[src/rtl/led_spi_master.sv]
// SPI master that writes one pixel (6-bit address + 24-bit RGB) per 32-bit frame
// to an LED matrix controller: SPI mode 0, MSB first, with a guaranteed CS gap.
module led_spi_master #(
    parameter int unsigned CLK_DIV = 4,
    parameter int unsigned CS_GAP  = 8
) (
    input  logic        clk,
    input  logic        rst,
    input  logic        tx_valid,
    output logic        tx_ready,
    input  logic [5:0]  tx_addr,
    input  logic [23:0] tx_rgb,
    output logic        sclk,
    output logic        mosi,
    output logic        cs,
    output logic        busy,
    output logic        done
);

    typedef enum logic [2:0] {IDLE, SETUP, SHIFT, HOLD, GAP} state_t;

    localparam logic [7:0] DIV_LAST = 8'(CLK_DIV - 1);
    localparam logic [7:0] GAP_LAST = 8'(CS_GAP - 1);

    state_t      state, state_nx;
    logic [7:0]  div_cnt, div_nx;
    logic [4:0]  bit_cnt, bit_nx;
    logic [30:0] sreg, sreg_nx;
    logic        sclk_nx, mosi_nx, cs_nx, busy_nx, done_nx;
    logic [31:0] frame;

    assign frame    = {2'b00, tx_addr, tx_rgb};
    assign tx_ready = (state == IDLE);

    // NOTE: every output is a flop, so all next values are assigned non-blocking here.
    always_ff @(posedge clk or posedge rst) begin
        if (rst) begin
            state   <= IDLE;
            div_cnt <= '0;
            bit_cnt <= '0;
            sreg    <= '0;
            sclk    <= 1'b0;
            mosi    <= 1'b0;
            cs      <= 1'b1;
            busy    <= 1'b0;
            done    <= 1'b0;
        end else begin
            state   <= state_nx;
            div_cnt <= div_nx;
            bit_cnt <= bit_nx;
            sreg    <= sreg_nx;
            sclk    <= sclk_nx;
            mosi    <= mosi_nx;
            cs      <= cs_nx;
            busy    <= busy_nx;
            done    <= done_nx;
        end
    end

    always_comb begin
        // NOTE: hold-current defaults on every path keep this block free of latches.
        state_nx = state;
        div_nx   = div_cnt;
        bit_nx   = bit_cnt;
        sreg_nx  = sreg;
        sclk_nx  = sclk;
        mosi_nx  = mosi;
        cs_nx    = cs;
        busy_nx  = busy;
        done_nx  = 1'b0;

        case (state)
            IDLE: begin
                if (tx_valid) begin
                    sreg_nx  = frame[30:0];
                    mosi_nx  = frame[31];
                    cs_nx    = 1'b0;
                    busy_nx  = 1'b1;
                    div_nx   = '0;
                    bit_nx   = '0;
                    state_nx = SETUP;
                end
            end
            SETUP: begin
                if (div_cnt == DIV_LAST) begin
                    div_nx   = '0;
                    sclk_nx  = 1'b1;
                    state_nx = SHIFT;
                end else begin
                    div_nx = div_cnt + 8'd1;
                end
            end
            SHIFT: begin
                if (div_cnt == DIV_LAST) begin
                    div_nx = '0;
                    if (sclk) begin
                        // Falling edge: the only point where mosi may move.
                        sclk_nx = 1'b0;
                        if (bit_cnt == 5'd31) begin
                            mosi_nx  = 1'b0;
                            state_nx = HOLD;
                        end else begin
                            mosi_nx = sreg[30];
                            sreg_nx = {sreg[29:0], 1'b0};
                            bit_nx  = bit_cnt + 5'd1;
                        end
                    end else begin
                        sclk_nx = 1'b1;
                    end
                end else begin
                    div_nx = div_cnt + 8'd1;
                end
            end
            HOLD: begin
                if (div_cnt == DIV_LAST) begin
                    div_nx   = '0;
                    cs_nx    = 1'b1;
                    state_nx = GAP;
                end else begin
                    div_nx = div_cnt + 8'd1;
                end
            end
            GAP: begin
                if (div_cnt == GAP_LAST) begin
                    div_nx   = '0;
                    done_nx  = 1'b1;
                    busy_nx  = 1'b0;
                    state_nx = IDLE;
                end else begin
                    div_nx = div_cnt + 8'd1;
                end
            end
            default: state_nx = IDLE;
        endcase
    end

endmodule

[config.mk]
export PLATFORM = sky130hd
export DESIGN_NAME = led_spi_master
export DESIGN_NICKNAME = d
export VERILOG_FILES = /design/src/rtl/led_spi_master.sv
export SDC_FILE = /design/constraint.sdc
export NUM_CORES = 1
export LEC_CHECK = 0
export CAP_MARGIN = 20
export CORE_MARGIN = 1
export CORE_UTILIZATION = 37
export DETAILED_ROUTE_END_ITERATION = 10
export PLACE_DENSITY = 0.59
export SKIP_LAST_GASP = 1
export SYNTH_ARGS = -nofsm -noshare
export SYNTH_HDL_FRONTEND = slang
export SYNTH_SLANG_ARGS = --single-unit
[constraint.sdc]
create_clock -name clk -period 2.4 [get_ports clk]
set_clock_uncertainty 0.05 [all_clocks]
set_input_delay 0.48 -clock clk [delete_from_list [all_inputs] [get_ports clk]]
set_output_delay 0.48 -clock clk [all_outputs]
set_load 0.01 [all_outputs]
Word-level counts from Yosys, hierarchy flattened:

Index checks and enable logic that the tools add are counted.

* reductions and logical operators: 14
* divide/modulo/power cells: 0
* shift-type cells: 0
* $lt $le $gt $ge: 0
* add/sub/neg operators: 2
* bitwise operators: 0
* multiplexer cells: 37
* multipliers: 0
* equal/unequal tests: 15

Operator list (count)
* 2-to-1 mux 31 bit: 4
* one-hot mux 31 bit (2 select lines): 1
* 2-to-1 mux 8 bit: 3
* one-hot mux 8 bit (3 select lines): 1
* 2-to-1 mux 3 bit: 7
* 2-to-1 mux 5 bit: 4
* inequality test 2 bit (second input constant): 8
* one-hot mux 3 bit (5 select lines): 1
* 2-to-1 mux 1 bit: 11
* one-hot mux 5 bit (2 select lines): 1
* AND reduction 3 bit: 3
* adder 8 x 1 -> 8 bit (second input constant): 1
* equality test 8 x 2 -> 1 bit (second input constant): 1
* equality test 8 x 3 -> 1 bit (second input constant): 1
* one-hot mux 1 bit (2 select lines): 4
* nonzero test 2 bit: 4
* AND reduction 7 bit: 1
* equality test 3 x 2 -> 1 bit (second input constant): 2
* adder 5 x 1 -> 5 bit (second input constant): 1
* equality test 5 bit (second input constant): 1
* AND reduction 5 bit: 1
* AND reduction 4 bit: 1
* equality test 3 x 1 -> 1 bit (second input constant): 1
* equality test 3 bit (second input constant): 1
* 4 further kinds: 4

* logic and storage cells: 77
* bits in read-only memories: 0
* output and inout bits: 6
* flip-flop bits (word level): 52
* memory bits (writable): 0
* bits in latches: 0
* memories kept: 0
* input bits: 33

Logic depth before layout (Yosys ltp):

Gate-level depths: netlist of run 1.

* depth after elaboration: 5
* mapped depth: 8
* gate-level depth less buffers: 7

Worst setup path before layout of run 1:

OpenSTA, ideal clock, no wires.

* kind: flip-flop to flip-flop
* from: register bit_cnt[0]
* to: register sreg[10]
* clock period less this slack: 2.053 ns
* path slack: 0.347 ns
* arrival: 1.878 ns
* setup time: 0.125 ns
* buffers on the path: 1
* required time: 2.225 ns
* cell stages (with the launch flop): 9
* cell sequence: dfrtp_1 -> ha_1 -> and3_1 -> ha_1 -> inv_1 -> a31oi_2 -> nor2_4 -> buf_6 -> mux2_4

* longest elaborated chain between the ends: 3

Ends and longest elaborated chain
* start, declared: RTL line 27 `logic [4:0] bit_cnt, bit_nx;`
* start signal, assigned: RTL line 50 `bit_cnt <= bit_nx;`
* equality test 5 bit: RTL line 99 `if (bit_cnt == 5'd31) begin`
* inequality test 2 bit (no source line)
* AND reduction 5 bit (no source line)
* end signal, assigned: RTL line 51 `sreg <= sreg_nx;`
* end, declared: RTL line 28 `logic [30:0] sreg, sreg_nx;`

Every way passes these cells.
A chain may end at the register's enable or synchronous reset.

Final worst setup path of run 1:

* from: register bit_cnt[0]
* to: register sreg[22]

The elaborated chain is that of the path after synthesis.

==> flow_summary_export.csv, run 1 <==
group,metric,value,unit
global_routing,grt_pass1_wl,10200,um
clock_network,h-tree-depth,2,
status,status,"completed",
pwr,vdd_drop_max,0.462,mV
place,place_area,3410,um2
synthesis,yosysWarnings,0,
critical_path,r2r_start,"bit_cnt[0]",
place,dpl.hpwl,3900,um
synthesis,ys_top_cells_by_count,"nand2_1 (96), dfrtp_1 (51), mux2_4 (28)",
synthesis,ys_top_cells_by_area,"dfrtp_1 (45%), mux2_4 (15%), nand2_1 (13%), o21ai_0 (2.1%), nor2_1 (1.8%)",
timing,worst_pin_slew,629,ps
clock_network,cts_tree,"yes",
floorplan,die_w,89.8,um
timing,min_period,2210,ps
timing,hold_viol_final,0,
synthesis,syn_area,2850,um2
clock_network,insertion_delay,310,ps
synthesis,synth_edf_count,0,
job,maxCapViolCount,0,
synthesis,synth_seq_cells,52,
critical_path,crit_path_max_incr_delay,430,ps
clock_network,clock_path_buffers,2,
finish,area_delta_synth_final,22.9,%
global_routing,antenna_found_initial,0,
place,gp_congestion,0.794,
synthesis,synth_top_area_cell,"dfrtp_1",
pwr,leakagePower,0.00162,uW
synthesis,syn_area_per_cell,9.77,um2
synthesis,yosysMostFrequentCell,"nand2_1",
timing,period_share,92.0,%
floorplan,core-area,7370,um2
clock_network,cts_buffers,5,
timing,setup_tns,0,ps
critical_path,start_kind,"register",
floorplan,io_pins,39,
clock_network,root_buffer,"clkbuf_8",
global_routing,grt_pass1_vias,2200,
finish,utilization,47.6,%
critical_path,crit_type,"register to register",
timing,rsz0062_at_grt,"no",
critical_path,cp_slowest_cell,"dfrtp_1",
synthesis,yosysSeqAreaShare,45.7,%
finish,seq_area,1300,um2
critical_path,crit_chain,"ha_1 > and3_1 > ha_1 > inv_1 > a31oi_2 > nor2_4 > buf_12 > mux2_4",
floorplan,rows,31,
critical_path,crit_path_frequent_cell,"ha_1",
place,portBuffers,38,
global_routing,grt_max_degree,53,
clock_network,clk_pin_slew,110,ps
critical_path,cp_max_fo,24,
synthesis,yosysUniqueCellTypes,47,
floorplan,initial_core_util,38.7,%
synthesis,async_flop_share,100,%
hold_path,hold_class,"input pin to async pin",
critical_path,required,2550,ps
timing,slew_violations,0,
synthesis,ys.flop_type,"dfrtp_1",
finish,final_area,3500,um2
routing,drtIter0Drc,119,
routing,via_count,2140,
critical_path,ff2ff_path_depth,8,
pwr,powerDensity,1120,nW/um2
critical_path,rr_endpoint,"sreg[22]",
synthesis,synth_nets,328,
finish,diodes,0,
routing,dr.pass1.iters,4,
floorplan,die_h,89.8,um
routing,avgViaCountPerCell,4.91,
routing,drt-total-wl,5690,um
finish,fin_nets,372,
critical_path,reg2reg_setup_slack,190,ps
finish,multiInputGateArea,1460,um2
critical_path,arrival,2360,ps
global_routing,track_usage,15.3,%
critical_path,end_kind,"register",
routing,drc,0,
synthesis,syn_inst,292,
timing,relSlewSlack,58.1,%
timing,max_freq,453,MHz
floorplan,dieArea,8060,um2
routing,ant_nets,0,
clock_network,clkSinkCount,52,
routing,routedWlPerCell,13.1,um
timing,finalSetupViolCount,0,
finish,nFillCells,718,
synthesis,synth_top_area_share,44.8,%
finish,layout-drive-gt1-share,19.3,%
global_routing,grt-ovfl-total,0,
## stage by stage
stage	cells	setup slack, ps	hold WS (ps)	total power [uW]
global placement	428	123	435	3370
global route	436	71.9	486	4250
floorplan	292	347	411	2950
detailed placement	428	90.7	445	3430
finish	436	191	461	3910
CTS	436	101	473	3980
## per-layer routing
metal / track usage (%) / routed length [um]
met1: 20.9 / 2800
met4: 3.55 / 46
met2: 24.9 / 2650
met3: 3.30 / 192
met5: 0 / 0
## worst max path at each step
stage	start	to	slack, ps
after CTS	state[2]	tx_ready	100
after global placement	tx_valid	sreg[22]	120
final	bit_cnt[0]	sreg[22]	190
after floorplan	bit_cnt[0]	sreg[10]	350
after global routing	div_cnt[0]	sreg[1]	70
after detailed placement	tx_valid	sreg[24]	90
## report_power, final
group / total [uW] / switching [uW] / internal [uW]
sequential: 1480 / 262 / 1220
clock: 520 / 307 / 213
combinational: 1910 / 858 / 1050
total: 3910 / 1430 / 2490
## worst max-delay path: cells and delay by family (launching register included)
kind	cells	cell delay, ps
simple gates	2	370
flops	1	430
mux	1	320
fa+ha+maj	2	460
buf+inv	2	320
compound gates	1	120
## cell families (layout without fill, tap and decap cells)
| family | after synthesis | after routing | synth area share, % |
|---|---|---|---|
| and+or+nand+nor | 141 | 141 | 22.7 |
| buffers and inverters | 21 | 66 | 3.69 |
| xor gates and xnor gates | 1 | 1 | 0.307 |
| AOI/OAI and AO/OA | 41 | 41 | 9.74 |
| muxes | 33 | 33 | 16.6 |
| DFF | 52 | 52 | 45.7 |
| adders and majority gates | 3 | 3 | 1.32 |
## what timing repair did
item                       4_1_cts  5_1_grt
hold buffers                     0        0
resized for setup                0        1
setup endpoints to repair        0        1
setup buffers                    0        0
## placed cells by master, fill, tap and decap left out, drive strengths merged, types with 2 or more instances in the layout
| cell | count |
|---|---|
| a21oi | 9 |
| a31oi | 5 |
| and2 | 2 |
| and3 | 3 |
| buf | 13 |
| clkbuf | 5 |
| clkdlybuf4s50 | 38 |
| dfrtp | 51 |
| ha | 3 |
| inv | 9 |
| mux2 | 30 |
| mux2i | 3 |
| nand2 | 97 |
| nand3 | 7 |
| nor2 | 15 |
| nor3 | 6 |
| nor3b | 2 |
| nor4b | 2 |
| o21ai | 12 |
| o22ai | 2 |
| o31ai | 4 |
| or3b | 2 |
## registers in the layout (all words and copies together), names as in the netlist
signal   count
sclk         1
mosi         1
bit_cnt      5
state        3
done         1
cs           1
sreg        31
busy         1
div_cnt      8
## final cells by class
cell class | count | share of cell area, %
Timing Repair Buffer | 51 | 14.4
Sequential cell | 52 | 37.2
Clock inverter | 3 | 0.714
Multi-Input combinational cell | 219 | 41.5
Clock buffer | 5 | 1.96
Tap cell | 99 | 3.53
Inverter | 7 | 0.750
Power figures use the tool's default switching activity.
==> run 2: changes to the inputs <==
--- a/config.mk
+++ b/config.mk
@@ -9,7 +9,9 @@
 export CORE_MARGIN = 1
 export CORE_UTILIZATION = 37
 export DETAILED_ROUTE_END_ITERATION = 10
-export PLACE_DENSITY = 0.59
+export DONT_BUFFER_PORTS = 1
+export MAX_ROUTING_LAYER = met4
+export PLACE_DENSITY = 0.52
 export SKIP_LAST_GASP = 1
 export SYNTH_ARGS = -nofsm -noshare
 export SYNTH_HDL_FRONTEND = slang
==> run 2 against run 1 <==
  * Flip-flop and latch count unchanged
  * Clock power is 26% higher
  * Die area did not move
  * Register-to-register slack hardly changed
  * Core utilization fell by 5.1 points
  * Worst setup slack lost 8.5 ps
  * Non-clock buffer count fell by 39
  * Largest power group unchanged
==> flow_summary_export.csv, run 2 (synthesis gave the netlist of run 1 again) <==
group,metric,value,unit
status,status,"completed",
pwr,vdd_drop_max,0.570,mV
place,gp_congestion,0.789,
critical_path,end_kind,"register",
timing,setup_tns,0,ps
critical_path,required,2540,ps
routing,dr.pass1.iters,4,
finish,reg_top3,"sreg (31), div_cnt (8), bit_cnt (5)",
routing,drc,0,
pwr,powerDensity,1260,nW/um2
clock_network,clk_pin_slew,100,ps
critical_path,cp_slowest_cell,"dfrtp_1",
timing,min_period,2220,ps
clock_network,insertion_delay,300,ps
global_routing,track_usage,15.7,%
routing,avgViaCountPerCell,5.10,
routing,drt-total-wl,5770,um
pwr,clkPwrFrac,16.6,%
finish,largest_reg_flops,31,
clock_network,clkSinkCount,52,
timing,relSlewSlack,54.0,%
critical_path,crit_chain,"ha_1 > and3_1 > ha_1 > inv_1 > a31oi_2 > nor2_4 > buf_12 > mux2_4",
clock_network,cts_tree,"yes",
routing,via_count,2025,
global_routing,grt_pass1_vias,2014,
timing,worst_pin_slew,690,ps
timing,rsz0062_at_grt,"no",
clock_network,hold_buffers,0,
pwr,comb_power_share,46.0,%
timing,finalSetupViolCount,0,
clock_network,post_cts_buffers,0,
clock_network,clock_path_buffers,2,
floorplan,die_w,89.8,um
floorplan,dieArea,8060,um2
clock_network,cts_buffers,5,
global_routing,grt-ovfl-total,0,
timing,period_share,92.4,%
job,maxCapViolCount,0,
pwr,leakagePower,0.00148,uW
critical_path,crit_path_max_incr_delay,420,ps
finish,layout-drive-gt1-share,21.1,%
finish,final_cell_mix,"nand2_1 (96), dfrtp_1 (51), mux2_4 (28)",
global_routing,antenna_found_initial,0,
finish,diodes,0,
finish,final_area,3130,um2
critical_path,cp_max_fo,25,
finish,final_common_cell,"nand2_1",
pwr,p_sw,1400,uW
place,dpl.hpwl,3830,um
clock_network,root_buffer,"clkbuf_8",
floorplan,rows,31,
hold_path,hold_class,"input pin to async pin",
critical_path,crit_path_frequent_cell,"ha_1",
global_routing,grt_pass1_wl,10100,um
pwr,intPower,2550,uW
critical_path,crit_type,"register to register",
timing,hold_viol_final,0,
routing,ant_nets,0,
routing,routedWlPerCell,14.5,um
finish,fin_nets,333,
place,place_area,3010,um2
clock_network,h-tree-depth,2,
clock_network,cts-resized-gates,0,
pwr,pwr-share-seq,37.4,%
floorplan,core-area,7370,um2
pwr,p_sw_share,35.4,%
timing,max_freq,451,MHz
floorplan,die_h,89.8,um
routing,drtIter0Drc,95,
critical_path,start_kind,"register",
floorplan,io_pins,39,
critical_path,arrival,2350,ps
place,portBuffers,0,
global_routing,grt_max_degree,53,
finish,utilization,42.5,%
finish,area_delta_synth_final,9.83,%
finish,regMostFlops,"sreg",
floorplan,initial_core_util,38.7,%
timing,slew_violations,0,
## run 2: cell type report
cell class	instances	area (um2)
sequential	52	1300
timing repair buffer	12	103
inverter	7	26.3
tap	99	124
multi-input combinational	219	1450
clock inverter	1	30.0
clock buffer	7	96.3
fill	744	4240
## run 2: per-layer routing
layer  vias up  global-route usage (%)  share of wire [%]
met5         -                       -                  0
met4         0                    2.87               0.29
met3         2                    3.64                4.3
met2        34                    23.1                 45
met1       990                    22.2                 50
li1        999                       -                  -
## run 2: power by group through the flow
stage	Combinational, uW	Clock [uW]	Sequential (uW)
after floorplan	1540	0	1410
after global placement	1810	0	1490
after detailed placement	1840	0	1490
after global routing	2040	716	1520
final	1820	656	1480
after CTS	1850	687	1480
## run 2: final timing paths
path / from / end / slack (ps) / depth (start not counted)
worst max register to register: bit_cnt[0] / sreg[23] / 180 / 8
worst min-delay path: rst / div_cnt[1] / 190 / 2
min in group clk: tx_rgb[0] / sreg[0] / 250 / 2
worst min register to register: div_cnt[0] / div_cnt[0] / 470 / 1
worst max-delay path: bit_cnt[0] / sreg[23] / 180 / 8
max in group asynchronous: rst / sreg[14] / 1650 / 2
## run 2: metrics by stage
stage	worst slack, ps	cells	total power [uW]	hold slack, ps
3_5_place_dp	209	389	3330	442
2_1_floorplan	347	292	2950	411
4_1_cts	176	397	4020	219
5_1_grt	60.5	397	4280	227
6_report	183	397	3950	189
3_3_place_gp	247	389	3300	442
## run 2: worst max-delay path, delay by kind of cell (launching register included)
| kind | cells | cell delay (ps) |
|---|---|---|
| mux | 1 | 320 |
| simple gates | 2 | 380 |
| buf+inv | 2 | 310 |
| compound gates | 1 | 170 |
| flops | 1 | 420 |
| fa+ha+maj | 2 | 430 |
==> run 3: changes to the inputs <==
--- a/config.mk
+++ b/config.mk
@@ -12,6 +12,7 @@
 export DONT_BUFFER_PORTS = 1
 export MAX_ROUTING_LAYER = met4
 export PLACE_DENSITY = 0.52
+export SKIP_CTS_REPAIR_TIMING = 1
 export SKIP_LAST_GASP = 1
 export SYNTH_ARGS = -nofsm -noshare
 export SYNTH_HDL_FRONTEND = slang
==> results of run 3 <==
The final DEF is identical to that of run 2; final timing and power are the same.
